**config.mk**
```make
export PLATFORM = sky130hd
export DESIGN_NAME = cic_out_arbiter
export DESIGN_NICKNAME = d
export VERILOG_FILES = /design/src/rtl/cic_out_arbiter.sv
export SDC_FILE = /design/constraint.sdc
export NUM_CORES = 1
export LEC_CHECK = 0
export ABC_AREA = 1
export CAP_MARGIN = 20
export CORE_MARGIN = 2
export CORE_UTILIZATION = 26
export DETAILED_ROUTE_END_ITERATION = 8
export SYNTH_ARGS = -nofsm -noshare
export SYNTH_HDL_FRONTEND = slang
export SYNTH_SLANG_ARGS = --single-unit
export TNS_END_PERCENT = 5
```
**constraint.sdc**
```tcl
create_clock -name clock -period 2.65 [get_ports clock]
set_input_delay 0.265 -clock clock [delete_from_list [all_inputs] [get_ports clock]]
set_output_delay 0.265 -clock clock [all_outputs]
set_load 0.01 [all_outputs]
```
**src/rtl/cic_out_arbiter.sv**
```systemverilog
// cic_out_arbiter
// Collects one sample at a time from each of NUM_CH CIC decimator chains and
// feeds them, tagged with their channel number, into a single shared
// valid/ready stream in round-robin order. A channel that produces a new
// sample before its previous one was served keeps only the newest sample and
// raises a sticky overrun flag.

module cic_out_arbiter #(
    parameter int NUM_CH     = 4,
    parameter int CHAN_WIDTH = 2,
    parameter int DATA_WIDTH = 20
) (
    input  logic                           clock,
    input  logic                           rst_n,
    input  logic [NUM_CH-1:0]              in_strobe,
    input  logic [NUM_CH*DATA_WIDTH-1:0]   in_data,
    output logic                           out_valid,
    input  logic                           out_ready,
    output logic [DATA_WIDTH-1:0]          out_data,
    output logic [CHAN_WIDTH-1:0]          out_chan,
    output logic [NUM_CH-1:0]              overrun,
    input  logic [NUM_CH-1:0]              overrun_clr
);

    // Per-channel holding registers and their "unserved sample" flags
    logic [DATA_WIDTH-1:0] hold [NUM_CH];
    logic [NUM_CH-1:0]     pending;

    // Channel granted most recently; the next search starts just after it
    logic [CHAN_WIDTH-1:0] last_grant;

    // Arbitration signals
    logic                  load_en;
    logic                  grant_en;
    logic [CHAN_WIDTH-1:0] start_ch;
    logic [NUM_CH-1:0]     rotated;
    int                    offset;
    int                    grant_int;
    logic [CHAN_WIDTH-1:0] grant_idx;
    logic [NUM_CH-1:0]     grant_vec;
    logic [DATA_WIDTH-1:0] sel_data;

    // The output register may take a new sample when empty or being drained
    assign load_en  = !out_valid || out_ready;
    assign grant_en = load_en && (|pending);

    // Round-robin search: rotate pending so the channel after last_grant sits at bit 0
    always_comb begin
        start_ch  = (last_grant == CHAN_WIDTH'(NUM_CH - 1)) ? '0 : last_grant + 1'b1;
        rotated   = NUM_CH'({pending, pending} >> start_ch);
        offset    = 0;
        for (int k = NUM_CH - 1; k >= 0; k--) begin
            if (rotated[k]) begin
                offset = k;
            end
        end
        grant_int = (int'(start_ch) + offset) % NUM_CH;
        grant_idx = CHAN_WIDTH'(grant_int);
    end

    // One-hot grant and the matching sample, taken from the pre-capture holding register
    always_comb begin
        grant_vec = '0;
        sel_data  = '0;
        for (int c = 0; c < NUM_CH; c++) begin
            grant_vec[c] = grant_en && (grant_idx == CHAN_WIDTH'(c));
            if (grant_vec[c]) begin
                sel_data = hold[c];
            end
        end
    end

    // Capture strobed samples; newest sample always replaces the held one
    always_ff @(posedge clock or negedge rst_n) begin
        if (!rst_n) begin
            for (int c = 0; c < NUM_CH; c++) begin
                hold[c] <= '0;
            end
        end else begin
            for (int c = 0; c < NUM_CH; c++) begin
                if (in_strobe[c]) begin
                    hold[c] <= in_data[c*DATA_WIDTH +: DATA_WIDTH];
                end
            end
        end
    end

    // Pending and overrun bookkeeping; a set event beats a clear in the same cycle
    always_ff @(posedge clock or negedge rst_n) begin
        if (!rst_n) begin
            pending <= '0;
            overrun <= '0;
        end else begin
            pending <= in_strobe | (pending & ~grant_vec);
            overrun <= (in_strobe & pending & ~grant_vec) | (overrun & ~overrun_clr);
        end
    end

    // Output register: load the granted sample or go idle when nothing is pending
    always_ff @(posedge clock or negedge rst_n) begin
        if (!rst_n) begin
            out_valid  <= 1'b0;
            out_data   <= '0;
            out_chan   <= '0;
            last_grant <= CHAN_WIDTH'(NUM_CH - 1);
        end else if (load_en) begin
            if (grant_en) begin
                out_valid  <= 1'b1;
                out_data   <= sel_data;
                out_chan   <= grant_idx;
                last_grant <= grant_idx;
            end else begin
                out_valid  <= 1'b0;
            end
        end
    end

endmodule
```
Word level (Yosys, flattened, before mapping)
Cells that the tools add are included.
{"block": "classes", "add_sub_neg": 2, "reduce_logical": 10, "n_mux": 10, "n_shift": 1, "n_bitwise": 8, "n_eq_ne": 4}
{"cell": "$mux W20", "n": 4}
{"cell": "$and A4 B4 Y4", "n": 4}
{"cell": "$mux W2", "n": 5}
{"cell": "$not A4 Y4", "n": 2}
{"cell": "$or A4 B4 Y4", "n": 2}
{"cell": "$shr A8 B2 Y4", "n": 1}
{"cell": "$eq A2 B2 Y1 const B", "n": 3}
{"cell": "$logic_and A1 B1 Y1", "n": 5}
{"cell": "$reduce_or A4 Y1", "n": 1}
{"cell": "$add A2 B1 Y2 const B", "n": 1}
{"cell": "$add A2 B2 Y2", "n": 1}
{"cell": "$eq A2 B1 Y1 const B", "n": 1}
{"cell": "$logic_not A2 Y1", "n": 1}
{"cell": "$reduce_and A2 Y1", "n": 1}
{"cell": "$logic_not A1 Y1", "n": 1}
{"cell": "$logic_or A1 B1 Y1", "n": 1}
{"cell": "$mux W1", "n": 1}
{"block": "word_totals", "wordCells": 45, "reg_bits": 113}

Logic depth before layout (Yosys ltp)
Gate-level depths: netlist of run 1.
{"block": "logic_depth", "depth_word": 14, "depth_mapped": 16, "mapped_depth_nobuf": 15}

Worst setup path after synthesis of run 1
Ideal clock, no wire load.
{"block": "synth_path", "path_type": "register to register", "from": "register last_grant[0]", "to": "register out_data[11]", "required_time_ns": 2.582, "path_stages_with_launch": 14, "arrival_time_ns": 2.372, "slack_ns": 0.209, "n_path_buf": 1, "path_cell_list": "dfstp_2 > ha_1 > inv_2 > nand3_1 > nand2_1 > nand3_1 > a21boi_0 > ha_1 > nor2_1 > clkbuf_1 > nand4_1 > nand2_1 > nor2_1 > nand3_1"}
{"element": "start, declared", "line": "30", "source": "logic [CHAN_WIDTH-1:0] last_grant;"}
{"element": "start signal, assigned", "line": "105", "source": "last_grant <= CHAN_WIDTH'(NUM_CH - 1);"}
{"element": "start signal, assigned", "line": "111", "source": "last_grant <= grant_idx;"}
{"element": "end signal, assigned", "line": "109", "source": "out_data <= sel_data;"}
{"element": "end, declared", "line": "19", "source": "output logic [DATA_WIDTH-1:0] out_data,"}

Final worst setup path of run 1
{"block": "layout_path", "from": "register last_grant[0]", "to": "register out_data[15]"}
{"block": "layout_via", "elab_chain_cells": 14, "elab_cells_between_ends": 21, "classes_between": "2 x add/sub; 4 x eq/ne; 1 x shift; 9 x mux; 5 x reduce/logical"}
{"element": "$add A2 B1 Y2 / $eq A2 B2 Y1 (equally long branches)", "line": "49", "source": "start_ch = (last_grant == CHAN_WIDTH'(NUM_CH - 1)) ? '0 : last_grant + 1'b1;"}
{"element": "$mux W2 (*)", "line": "49"}
{"element": "$shr A8 B2 Y4", "line": "50", "source": "rotated = NUM_CH'({pending, pending} >> start_ch);"}
{"element": "$mux W2 (4 in series)", "line": "53", "source": "if (rotated[k]) begin"}
{"element": "$add A2 B2 Y2 (*)", "line": "57", "source": "grant_int = (int'(start_ch) + offset) % NUM_CH;"}
{"element": "$logic_not A2 Y1", "line": "66", "source": "grant_vec[c] = grant_en && (grant_idx == CHAN_WIDTH'(c));"}
{"element": "$logic_and A1 B1 Y1", "line": "66"}
{"element": "$mux W20 (3 in series)", "line": "67", "source": "if (grant_vec[c]) begin"}
{"element": "$mux W20 (*)", "line": "67"}
Mark *: on every way between the ends. The rest lies on a longest branch, timed or not.
A chain may end at the register's enable or synchronous reset.

==> reports/metrics.yaml, run 1 <==
cts.reportedPaths.clkPinSlew_ps: 50
ir_drop_uv: 876
critical_path.most_common_cell: "nand3_1"
drt-vias-per-instance: 4.47
critical_path.max_stage_delay_ps: 550
hold_viol: 0
antenna_cells: 0
wirelength_um: 13800
hold_ws_ps: 349
synth.largest_area_cell: "dfrtp_1"
grtUsageTotal_pct: 14.0
critPathRequiredTime_ps: 2940
row_count: 50
status: "completed"
die_h_um: 143
cp_top_family: "simple AND/OR/NAND/NOR gates"
area_growth_pct: 43.6
grt_pass1_wl_um: 21800
tightest_slew_ps: 448
worstSetupEndpointType: "register"
ant_nets: 0
synth_top_area_share_pct: 55.5
leakagePower_uw: 0.00323
finalSetupViolCount: 0
core_mm2: 0.0188
fin_cells: 872
gp_congestion: 0.785
firstDrtPassIters: 4
cp.arrival_ps: 2760
synth.most_common_cell: "dfrtp_1"
drc: 0
clock_sinks: 113
avgRoutedWirePerCell_um: 15.8
synthFlopType: "dfrtp_1"
die-area_mm2: 0.0204
drive_gt1_share_pct: 19.7
post-route-util_pct: 38.3
yosysSeqAreaShare_pct: 56.6
ys_warn_count: 0
port-buffer-count: 117
max_freq_mhz: 404
htreeDepth: 4
crit_fanout: 11
place_ws_ps: 56.1
synthArstFlopShare_pct: 100
r2r_slack_ps: 170
worstReg2RegStart: "last_grant[0]"
synth_edf_count: 0
ys_ff_latch: 113
io_pins: 118
crit_path_start_kind: "register"
grt_pass1_vias: 4094
worst_slack_ps: 175
cts_tree: "built"
drv_slew: 0
synth_area_leaders: "dfrtp_1 56%, mux2_2 14%, nand2_1 7.9%, nand4_1 5.0%, nor2_1 3.5%"
synth.cell_area_mm2: 0.00500
worst-path-buf-inv: 3
p_total_uw: 9000
synth_commonest_cells: "111 x dfrtp_1, 105 x nand2_1, 60 x mux2_2"
grt_max_degree: 58
initial_utilization_pct: 26.7
clockRootBuffer: "clkbuf_16"
path_class: "register to register"
dp_cells: 838
grt_overflow_total: 0
drt_iter0_drc: 280
ctsLongestPathBuffers: 2
period_minus_slack_ps: 2480
powerDensity_mw_per_mm2: 1250
slew_headroom_pct: 70.2
fp.dieW_um: 143
insertion_delay_ps: 410
r2r-end: "out_data[15]"
postSynthCellCount: 499
reg2reg_depth: 16
netlist-cell-type-count: 27
crit_path_top_delay_cell: "dfstp_2"
worstPathCellList: "ha_4 -> inv_2 -> nand3_1 -> nand2_1 -> nand3_1 -> a21boi_1 -> ha_2 -> xnor2_2 -> inv_1 -> nand2_2 -> nand2_2 -> nand2_4 -> buf_12 -> nor2_1 -> nor2_1 -> nand3_1"
antenna_found_initial: 0
hold_path_class: "input port to asynchronous set/reset pin"
num-nets-final: 718
vias: 3897
syn_avg_cell_area_um2: 10.0
period_share_pct: 93.4
hpwl_um: 9800
finClkSkew_ps: 6.97
drv_cap: 0
cts_buffers: 17
syn_nets: 592
==> how the worst max path moves through the flow <==
| stage | startpoint | endpoint | slack, ps | cells past startpoint |
|---|---|---|---|---|
| after floorplan | last_grant[0] | out_data[11] | 210 | 13 |
| after global placement | last_grant[1] | out_data[15] | 130 | 16 |
| final | last_grant[0] | out_data[15] | 170 | 16 |
| after global routing | last_grant[0] | out_data[15] | -10 | 16 |
| after CTS | last_grant[0] | out_data[15] | 50 | 16 |
| after detailed placement | last_grant[1] | out_data[14] | 60 | 16 |
==> timing repair <==
action | CTS | global route
hold buffers | 1 | 0
endpoints found under the hold margin | 31 | 0
endpoints found under the setup margin | 0 | 28
resized for setup | 0 | 9
buffers inserted | 0 | 0
==> stage by stage <==
| stage | area [um2] | TNS [ps] |
|---|---|---|
| 3_3_place_gp | 6510 | 0 |
| 2_1_floorplan | 5000 | 0 |
| 6_report | 7190 | 0 |
| 3_5_place_dp | 6510 | 0 |
| 5_1_grt | 7190 | -11.0 |
| 4_1_cts | 7130 | 0 |
==> routing by layer <==
metal	vias to the layer above	part of all wire, %	GRT usage [%]
li1	1927	-	-
met1	1848	49	19.9
met2	96	44	20.2
met3	26	4.2	3.25
met4	0	2.6	6.57
met5	-	0	0
==> where the power goes <==
group	leakage, uW	total, uW	switching, uW	internal [uW]
logic	0.00160	4330	2500	1820
clock network	0.000298	2320	778	1540
registers	0.00133	2350	217	2140
total	0.00323	9000	3500	5500
==> worst reg2reg max path, delay by kind of cell, from the launching register on <==
family	cells	cell delay [ps]
DFF	1	550
buffers and inverters	3	300
AOI/OAI and AO/OA	1	140
adders and majority gates	2	440
xor gates and xnor gates	1	120
and+or+nand+nor	9	800
==> cells in the final DEF, fill, tap and decap left out, types with 2 or more instances in the layout <==
cell and n:
buf_12 5, buf_4 12, bufinv_16 3, clkbuf_16 18, clkbuf_8 3, clkdlybuf4s50_1 116
clkinv_2 6, clkinvlp_4 2, dfrtp_1 111, dfstp_2 2, inv_1 30, inv_2 4
mux2_2 60, nand2_1 105, nand2_2 3, nand3_1 31, nand4_1 40, nor2_1 45
nor3_1 2, o21ai_0 20, o21bai_1 3, o22ai_1 3
==> registers in the layout, indices dropped and copies added (netlist names) <==
register,flops
out_data,20
pending,4
out_valid,1
overrun,4
hold,80
out_chan,2
last_grant,2
==> cell type report <==
class	count	area (um2)
Clock buffer	21	470
Clock inverter	11	135
Fill cell	1881	11600
Inverter	34	128
Multi-Input combinational cell	323	1930
Sequential cell	113	2830
Tap cell	234	293
Timing Repair Buffer	136	1400
==> kinds of logic (layout without fill, tap and decap cells) <==
| group | after synthesis | count (layout) | share of synthesized area [%] |
|---|---|---|---|
| AOI/OAI and AO/OA | 30 | 30 | 3.33 |
| buffers and inverters | 63 | 202 | 5.40 |
| muxes | 60 | 60 | 13.5 |
| DFF | 113 | 113 | 56.5 |
| and+or+nand+nor | 230 | 230 | 20.6 |
| xor gates and xnor gates | 1 | 1 | 0.175 |
| adders and majority gates | 2 | 2 | 0.500 |
No activity file was read; power rests on OpenSTA's default activity.
==> run 2, diff against run 1 <==
Settings changed: DONT_BUFFER_PORTS set to 1.
Clock period 2.65 ns to 2.8 ns, I/O delays scaled along.
==> run 2 against run 1 <==
Net effect:
- critical endpoint is now out_data[11]
- critical path type unchanged
- clock skew hardly changed
- routed wire length decreased by 2.1%
- the run now ends with negative hold slack left
- count of clock-buffer cells in the layout unchanged
- first-iteration DRC count decreased by 41%
- sequential share of layout area grew 5.0 points
==> reports/metrics.yaml, run 2 (same netlist as run 1, synthesis figures left out) <==
cts.reportedPaths.clkPinSlew_ps: 50
gp_congestion: 0.787
slew_headroom_pct: 70.7
intPower_uw: 4590
ir_drop_uv: 1010
seqPwrFrac_pct: 30.4
finalSetupViolCount: 0
grtUsageTotal_pct: 13.8
grt_pass1_wl_um: 20900
num-nets-final: 647
worstSetupEndpointType: "register"
status: "finished with violations"
firstDrtPassIters: 5
core_mm2: 0.0188
die_h_um: 143
max_freq_mhz: 384
dp_cells: 717
period_share_pct: 93.1
seq_area_mm2: 0.00283
final_common_cell: "dfrtp_1"
drv_slew: 0
cts_buffers: 17
r2r_slack_ps: 190
powerDensity_mw_per_mm2: 1210
final_cell_mix: "111 x dfrtp_1, 105 x nand2_1, 60 x mux2_2"
crit_fanout: 18
drv_cap: 0
ant_nets: 0
drt-vias-per-instance: 4.62
hold_viol: 113
busiest_layer: "met2"
power_frac_clock_pct: 25.4
area_growth_pct: 27.4
io_pins: 118
finClkSkew_ps: 7.10
drt_iter0_drc: 165
antenna_found_initial: 2
grt_max_degree: 114
ctsLongestPathBuffers: 2
leakagePower_uw: 0.00291
wirelength_um: 13500
cp.arrival_ps: 2900
clockRootBuffer: "clkbuf_16"
hold_path_class: "input port to asynchronous set/reset pin"
switching_share_pct: 40.5
hold_ws_ps: -432
met2_usage_pct: 20.7
crit_path_start_kind: "register"
multi_input_area_mm2: 0.00191
period_minus_slack_ps: 2610
largestRegisters: "hold x80, out_data x20"
row_count: 50
met3_usage_pct: 5.16
die-area_mm2: 0.0204
largest-register: "hold"
initial_utilization_pct: 26.7
cts_tree: "built"
clock_sinks: 113
p_total_uw: 7730
insertion_delay_ps: 410
grt_pass1_vias: 3651
drc: 0
hpwl_um: 9170
critPathRequiredTime_ps: 3090
drive_gt1_share_pct: 20.2
grt_util_met1_pct: 18.1
num-fill-cells: 1937
largest_reg_flops: 80
grt_overflow_total: 0
pwr-share-comb_pct: 44.2
path_class: "register to register"
fp.dieW_um: 143
p_sw_uw: 3130
avgRoutedWirePerCell_um: 17.0
htreeDepth: 4
violations: "negative hold slack"
grt_setup_unrepaired: "false"
vias: 3687
fin_cells: 798
port-buffer-count: 0
tightest_slew_ps: 440
-- run 2: cell count changes in the layout (fill, tap and decap cells not counted), sizes merged --
cell / before / now
buf: 18 / 14
bufinv: 3 / 1
clkbuf: 22 / 21
clkdlybuf4s50: 116 / 0
clkinv: 6 / 5
clkinvlp: 2 / 1
diode: 0 / 1
dlygate4sd3: 1 / 51
-- run 2: layout make-up --
class                           instances  area share [%]
Multi-Input combinational cell        323            29.9
Clock inverter                          7           0.981
Clock buffer                           21            7.38
Timing Repair Buffer                   65            10.7
Inverter                               34            2.00
Tap cell                              234            4.59
Sequential cell                       113            44.4
Antenna cell                            1          0.0392
-- run 2: worst paths after layout --
path | depth (start not counted) | start | end
max | 14 | last_grant[0] | out_data[11]
min | 0 | rst_n | hold[27]
max reg2reg | 14 | last_grant[0] | out_data[11]
min reg2reg | 2 | last_grant[1] | last_grant[1]
max in group asynchronous | 0 | rst_n | last_grant[1]
min in group clock | 2 | in_strobe[2] | hold[38]
-- run 2: critical path, cell delays in order (launching register included) --
cell and delay [ps]:
dfstp_2 530, ha_1 290, inv_2 110, nand3_1 80, nand2_1 90, nand3_1 70
a21boi_1 140, ha_1 180, xnor2_1 160, nand3_2 150, buf_4 230, nand4_1 110
nand2_1 140, nor2_1 140, nand3_1 70
-- run 2: what timing repair did --
item / 4_1_cts / 5_1_grt
endpoints found under the hold margin: 153 / 128
hold buffers: 37 / 15
pin swaps: 0 / 0
setup endpoints to repair: 6 / 20
cloned: 0 / 0
gates resized for setup: 1 / 3
setup buffers: 0 / 0
-- run 2: routing by layer --
| layer | up-vias | routed length (um) | part of all wire (%) |
|---|---|---|---|
| met4 | 4 | 167 | 1.2 |
| met5 | - | 30 | 0.22 |
| met3 | 17 | 739 | 5.5 |
| li1 | 1780 | - | - |
| met1 | 1799 | 6300 | 47 |
| met2 | 87 | 6290 | 47 |
-- run 2: through the flow --
step,area [um2],setup WS (ps),setup TNS (ps),utilization [%]
after floorplan,5000,359,0,-
after global placement,5300,76.8,0,28.3
after detailed placement,5300,-15.8,-39.9,28.3
after CTS,6220,91.7,0,33.1
after global routing,6370,3.49,0,34.0
final,6380,194,0,34.0
-- run 2: power groups by stage --
| stage | Sequential [uW] | Clock [uW] | Combinational (uW) |
|---|---|---|---|
| finish | 2350 | 1960 | 3420 |
| detailed placement | 2380 | 0 | 3370 |
| CTS | 2350 | 2020 | 3440 |
| floorplan | 2290 | 0 | 2310 |
| global route | 2380 | 2090 | 3870 |
| global placement | 2370 | 0 | 3320 |
==> run 3, diff against run 2 <==
Settings changed: CORE_MARGIN 2 to unset, SETUP_SLACK_MARGIN set to 0.2.
==> run 3 against run 2 <==
Net effect:
- the flow still finishes with violations (negative hold slack)
- combinational power up 28%
- worst setup slack gained 85 ps
- via count grew 7.6%
- count of clock-buffer cells in the layout shrank 4
- first-iteration DRC count is 19% lower
- global-route usage rose by 1.6 points
- critical endpoint is now out_data[1]
==> reports/metrics.yaml, run 3 (same netlist as run 1, synthesis figures left out) <==
path_class: "register to register"
period_share_pct: 90.1
core_mm2: 0.0188
worstPathCellList: "ha_4 -> inv_4 -> nand3_1 -> nand2_1 -> a21boi_2 -> ha_2 -> xnor2_2 -> nand3_2 -> nand2_4 -> nand2_4 -> nor2_4 -> buf_12 -> buf_12 -> nand2_1 -> nand3_1"
fp.dieW_um: 141
ir_drop_uv: 897
crit_path_start_kind: "register"
cts.reportedPaths.clkPinSlew_ps: 60
antenna_found_initial: 1
worstSetupEndpointType: "register"
cts_tree: "built"
ctsLongestPathBuffers: 2
avgRoutedWirePerCell_um: 17.8
power_frac_clock_pct: 25.0
htreeDepth: 4
status: "finished with violations"
ant_nets: 0
powerDensity_mw_per_mm2: 1250
die_h_um: 141
io_pins: 118
drive_gt1_share_pct: 23.9
largest-register: "hold"
final_common_cell: "dfrtp_1"
num-nets-final: 696
initial_utilization_pct: 26.7
finClkSkew_ps: 8.02
hpwl_um: 9200
max_freq_mhz: 397
drt-vias-per-instance: 4.66
area_growth_pct: 42.7
die-area_mm2: 0.0198
final_cell_mix: "111 x dfrtp_1, 98 x nand2_1, 87 x dlygate4sd3_1"
grt_pass1_wl_um: 22500
post-route-util_pct: 38.1
period_minus_slack_ps: 2520
final.setup.tns_ps: 0
row_count: 50
hold_path_class: "input port to asynchronous set/reset pin"
critPathRequiredTime_ps: 3150
drt_iter0_drc: 134
drv_slew: 0
clock_sinks: 113
port-buffer-count: 0
insertion_delay_ps: 420
vias: 3966
tightest_slew_ps: 377
multi_input_area_mm2: 0.00198
grtUsageTotal_pct: 15.4
hold_viol: 113
leakagePower_uw: 0.00323
firstDrtPassIters: 4
seq_area_mm2: 0.00283
cp.arrival_ps: 2870
critical_path.max_stage_delay_ps: 560
grt_max_degree: 114
slew_headroom_pct: 74.8
largestRegisters: "hold x80, out_data x20"
largest_reg_flops: 80
clockRootBuffer: "clkbuf_16"
cts_buffers: 17
grt_pass1_vias: 3944
drc: 0
intPower_uw: 5360
violations: "negative hold slack"
wirelength_um: 15200
pwr-share-comb_pct: 48.7
gp_congestion: 0.771
crit_fanout: 8
drv_cap: 0
crit_path_top_delay_cell: "dfstp_2"
seqPwrFrac_pct: 26.3
switching_share_pct: 40.2
p_sw_uw: 3600
grt_overflow_total: 0
hold_ws_ps: -445
num-fill-cells: 1808
finalSetupViolCount: 0
grt_setup_unrepaired: "true"
run 3: final cells by class:
| cell class | count | area share [%] |
|---|---|---|
| Timing Repair Buffer | 114 | 18.1 |
| Multi-Input combinational cell | 323 | 27.8 |
| Clock inverter | 15 | 2.56 |
| Clock buffer | 17 | 5.96 |
| Inverter | 34 | 1.82 |
| Tap cell | 234 | 4.10 |
| Antenna cell | 1 | 0.0350 |
| Sequential cell | 113 | 39.6 |
run 3: per-stage QoR:
stage	hold slack [ps]	power (uW)	std cells	cell area, um2	setup WS (ps)
CTS	-464	8670	842	6910	175
global placement	-11.3	5700	719	5310	90.5
floorplan	-15.6	4600	499	5000	359
global route	-465	9600	851	7140	119
finish	-445	8960	851	7140	279
detailed placement	-10.9	5760	719	5310	14.3
run 3: critical path, delay by kind of cell (launching register included):
kind,cells,cell delay [ps]
and+or+nand+nor,8,850
DFF,1,560
adders and majority gates,2,430
buffers and inverters,3,310
AOI/OAI and AO/OA,1,150
xor gates and xnor gates,1,130
run 3: worst paths after layout:
| path | depth (start not counted) | slack [ps] | start | endpoint |
|---|---|---|---|---|
| max | 15 | 280 | last_grant[1] | out_data[1] |
| min | 0 | -450 | rst_n | out_data[4] |
| max reg2reg | 15 | 280 | last_grant[1] | out_data[1] |
| min reg2reg | 2 | 480 | hold[18] | out_data[18] |
| max in group asynchronous | 0 | 3010 | rst_n | last_grant[0] |
| min in group clock | 2 | 20 | in_strobe[2] | hold[29] |
run 3: layer usage:
metal,GRT usage [%],part of all wire [%]
met1,19.8,46
met4,5.49,2.0
met3,4.79,5.2
met2,24.2,47
met5,0,0
run 3: what timing repair did:
action                                 in CTS  in global routing
endpoints found under the hold margin     198                123
pin swaps                                   3                 15
hold buffers                               84                  4
buffers inserted                            6                  0
resized for setup                          13                 22
setup endpoints to repair                  22                 28
gates cloned                                1                  4
run 3: power groups by stage:
stage	registers [uW]	clock network, uW	logic [uW]
after global placement	2370	0	3330
after detailed placement	2370	0	3390
final	2350	2240	4370
after global routing	2400	2370	4840
after floorplan	2290	0	2310
after CTS	2350	2300	4030
